`config.mk`:
```
export PLATFORM = sky130hd
export DESIGN_NAME = sng_bank
export DESIGN_NICKNAME = d
export VERILOG_FILES = /design/src/rtl/sng_bank.sv
export SDC_FILE = /design/constraint.sdc
export NUM_CORES = 1
export LEC_CHECK = 0
export BUFFER_PORTS_ARGS = -buffer_cell sky130_fd_sc_hd__buf_2
export CAP_MARGIN = 20
export CORE_AREA = 2 2 94 96
export DETAILED_ROUTE_END_ITERATION = 8
export DIE_AREA = 0 0 96 98
export PLACE_DENSITY = 0.65
export SLEW_MARGIN = 20
export SYNTH_ARGS = -nofsm -noshare
export SYNTH_HDL_FRONTEND = slang
export SYNTH_SLANG_ARGS = --single-unit
```
`constraint.sdc`:
```
create_clock -name CLK -period 1.3 [get_ports CLK]
set_input_delay 0.13 -clock CLK [delete_from_list [all_inputs] [get_ports CLK]]
set_output_delay 0.13 -clock CLK [all_outputs]
set_load 0.005 [all_outputs]
```
`src/rtl/sng_bank.sv`:
```
// sng_bank: N-channel stochastic number generator bank, one maximal-length LFSR plus comparator per channel,
// emitting exactly one full LFSR period of unipolar bitstream per accepted request.
module sng_bank #(
  parameter int N    = 3,
  parameter int W    = 8,
  parameter int SEED = 0
) (
  input  logic           CLK,
  input  logic           RST_N,
  input  logic           START,
  input  logic [N*W-1:0] X,
  input  logic           HOLD,
  output logic           READY,
  output logic [N-1:0]   S,
  output logic           S_VALID,
  output logic           DONE,
  output logic           BUSY
);
  localparam int L = (1 << W) - 1;
  // Tap masks use bit index = tap number - 1.
  localparam logic [7:0] TAPS = W == 4 ? 8'h0C : W == 5 ? 8'h14 : W == 6 ? 8'h30 : W == 7 ? 8'h60 : 8'hB8;
  function automatic logic [N-1:0][W-1:0] seed_init();
    for (int n = 0; n < N; n++) seed_init[n] = W'(1 + ((SEED + 5 * n) % L));
  endfunction
  localparam logic [N-1:0][W-1:0] SEEDS = seed_init();
  typedef enum logic {IDLE, RUN} state_t;
  state_t state_q, state_d;
  logic [W-1:0] cnt_q, cnt_d;
  logic [N-1:0][W-1:0] lfsr_q, lfsr_d, xreg_q, xreg_d;
  logic last;
  assign last = cnt_q == W'(L - 1);
  always_comb begin
    state_d = state_q;
    cnt_d   = cnt_q;
    lfsr_d  = lfsr_q;
    xreg_d  = xreg_q;
    if (state_q == IDLE) begin
      if (START) begin
        state_d = RUN;
        xreg_d  = X;
        lfsr_d  = SEEDS;
        cnt_d   = '0;
      end
    end else if (!HOLD) begin
      for (int n = 0; n < N; n++) lfsr_d[n] = {lfsr_q[n][W-2:0], ^(lfsr_q[n] & TAPS[W-1:0])};
      cnt_d   = cnt_q + 1'b1;
      state_d = last ? IDLE : RUN;
    end
  end
  always_ff @(posedge CLK or negedge RST_N) begin
    if (!RST_N) begin
      state_q <= IDLE;
      cnt_q   <= '0;
      lfsr_q  <= SEEDS;
      xreg_q  <= '0;
    end else begin
      state_q <= state_d;
      cnt_q   <= cnt_d;
      lfsr_q  <= lfsr_d;
      xreg_q  <= xreg_d;
    end
  end
  assign BUSY    = state_q == RUN;
  assign READY   = ~BUSY;
  assign S_VALID = BUSY & ~HOLD;
  assign DONE    = S_VALID & last;
  always_comb begin
    S = '0;
    for (int n = 0; n < N; n++) S[n] = BUSY & (lfsr_q[n] <= xreg_q[n]);
  end
endmodule

```
==> metrics.cfg <==
[clock_network]
cts_root_buffer=clkbuf_8
numCtsBuffers=9
cts_sinks=57
cts_buffer_depth=2
h-tree-depth=3
tritoncts=built
clk_pin_slew_ns=0.07
clk_latency_ns=0.34

[drt]
routed_via_density=4.69
ant_nets=0
num_vias=2400
drt-wirelength-per-cell_um=13.3
drt_iter0_markers=82
drc=0
totalWireLength_um=6820
drtPass1Iterations=4

[synthesis]
synthMuxAreaShare=0.0105
synth-seq-cells=57
post_synth_fa_ha_maj_area_fraction=0.114
ys_warn_count=0
synthCells=278
synth-main-ff-cell=dfrtp_1
seq_area_frac_synth=0.502
synth_compound_area_frac=0.164
synthSimpleGateAreaFrac=0.121
synth_xor_area_frac=0.0276
synth-edff-count=0
synthArstFlopShare=1.00
synth_top_family_by_area=compound AO/OA/AOI/OAI gates
synth_nets=332
yosysUniqueCellTypes=37
synth.avg_cell_area_um2=10.3
netlist_area_um2=2860

[timing]
hold_viol=0
rsz0062_at_grt=yes
setup_viol=5
clock_skew_ns=0.0100
fin_crit_sh=1.51
period_needed_ns=1.97
fmax_mhz=509
relSlewSlack=0.792
slew_violations=0
timing.hold.ws_ns=0.00797
setup_ws_ns=-0.667
tns_ns=-2.14
tightest_slew_ns=0.312

[flow_run]
max-cap-violations=0

[critical_path]
path_cells=inv_1 > ha_1 > nand4_1 > or3_1 > o41ai_2 > buf_2
crit_arrival_ns=1.84
crit_required_ns=1.17
startpoint_type=register
slowest_stage=dfstp_2
r2r-start=BUSY
ff2ff_path_depth=6
worstPathMaxFanout=2
rr_endpoint=lfsr_q[23]
critical_path.max_stage_delay_ns=0.52
critPathKind=reg -> out
worst_setup_path_end_kind=output pin
ff2ff_setup_slack_ns=0

[final_layout]
utilization=0.504
drive_gt1_frac=0.366
antenna_cells=0
area_growth_syn_to_layout_pct=49.4
nNetsFinal=453
final_cells=512
design_area_um2=4270

[global_routing]
grt_pass1_vias=2447
grt_max_degree=58
track_usage=0.149
grt_pass1_wl_um=11000
grt.overflow.total=0
grt_antenna_before_repair=0

[hold_path]
hold_depth=3
holdCritPathClass=in -> reg
worstHoldEndpoint=xreg_q[7]
hp-start=X[7]

[floorplanning]
die_w_um=96
initial_core_util=0.338
num_rows=34
die_area_um2=9410
pin_count=35
die_h_um=98
core_region_area_um2=8470

[status]
status=finished, violations left
violations=setup timing

[power_and_ir_drop]
total_leakage_power_nw=2.03
ir_drop_mv=0.608
p_per_area_nw_per_um2=1470

[place]
dpl-instance-area_um2=3530
dp_hpwl_um=4430
routabilityCongestion=0.816
port_buffers=34
dp.cells=460

## layout make-up
class,instances,area [µm²]
clock buffer,13,159
clock inverter,3,40.0
fill,740,4200
inverter,27,106
multi-input combinational,185,1430
sequential,57,1430
tap,108,135
timing repair buffer,119,963
## flip-flops by register name (all words and copies together), names as in the netlist
signal	count
BUSY	1
cnt_q	8
lfsr_q	24
xreg_q	24
## power by group
part / internal [mW] / total, mW / switching (mW)
Sequential: 2.18 / 2.43 / 0.252
Clock: 0.985 / 1.67 / 0.688
Combinational: 1.23 / 2.16 / 0.931
## worst max-delay path: cells and delay by family (launching register included)
kind | cells | cell delay, ns
fa+ha+maj | 1 | 0.28
buf+inv | 2 | 0.21
flops | 1 | 0.52
simple gates | 2 | 0.43
compound gates | 1 | 0.06
## cell usage after synthesis, drive strengths merged, types with 4 or more instances
cell	n	area share
ha	26	0.11
o21ai	32	0.056
inv	27	0.036
nand4	8	0.018
a22o	16	0.049
nor2	8	0.014
a21oi	6	0.011
nand2	42	0.057
xnor2	9	0.028
dfstp	6	0.055
buf	10	0.024
nor2b	4	0.0088
nand3	4	0.0070
dfrtp	51	0.45
## timing repair
action | 4_1_cts | 5_1_grt
endpoints found under the setup margin | 32 | 42
hold buffers | 20 | 0
gates resized for setup | 17 | 31
setup buffers | 8 | 7
endpoints found under the hold margin | 70 | 0
gates cloned | 1 | 2
pin swaps | 7 | 22
## through the flow
stage	setup slack, ns	total power, mW
3_5_place_dp	-0.318	4.25
4_1_cts	-0.683	6.16
6_report	-0.667	6.27
3_3_place_gp	-0.318	4.15
5_1_grt	-0.780	6.71
2_1_floorplan	-0.154	3.45
## layer usage
layer | vias up | share of wire | wire, µm | global-route usage
met5 | - | 0 | 0 | 0
met1 | 1143 | 0.43 | 2950 | 0.179
met4 | 0 | 0.013 | 87 | 0.0495
met3 | 12 | 0.036 | 245 | 0.0471
met2 | 31 | 0.52 | 3530 | 0.251
li1 | 1214 | - | - | -
## kinds of logic after synthesis
logic type	after synthesis
xor gates and xnor gates	9
and+or+nand+nor	73
muxes	3
AOI/OAI and AO/OA	72
adders and majority gates	26
DFF	57
buffers and inverters	38
## cells in the final DEF (no fill, tap or decap), types with 2 or more instances in the layout
master	instances
buf_12	2
clkinv_2	2
nor2_4	5
nand3_1	3
ha_4	5
clkbuf_1	2
nand4_1	8
dfrtp_1	51
xnor2_1	9
dfstp_2	6
a22oi_1	2
nand2_1	40
inv_1	22
nor2b_4	3
a211oi_1	2
dlygate4sd3_1	20
o21ai_0	25
o41ai_2	2
nor2_1	5
o211ai_1	3
or3_1	3
o21ai_1	7
clkbuf_8	11
buf_2	33
a21oi_1	6
o22a_1	2
buf_6	8
a22o_1	16
ha_1	20
buf_4	51
mux2i_1	3
inv_2	4
buf_8	4
## worst max-delay path by stage
stage	startpoint	to	slack [ns]	cells after the start
2_1_floorplan	lfsr_q[17]	S[2]	-0.15	5
3_3_place_gp	lfsr_q[17]	S[2]	-0.32	6
3_5_place_dp	lfsr_q[9]	S[1]	-0.32	6
4_1_cts	lfsr_q[9]	S[1]	-0.68	6
5_1_grt	lfsr_q[17]	S[2]	-0.78	6
6_report	lfsr_q[16]	S[2]	-0.67	6
No activity file was read; power rests on OpenSTA's default activity.
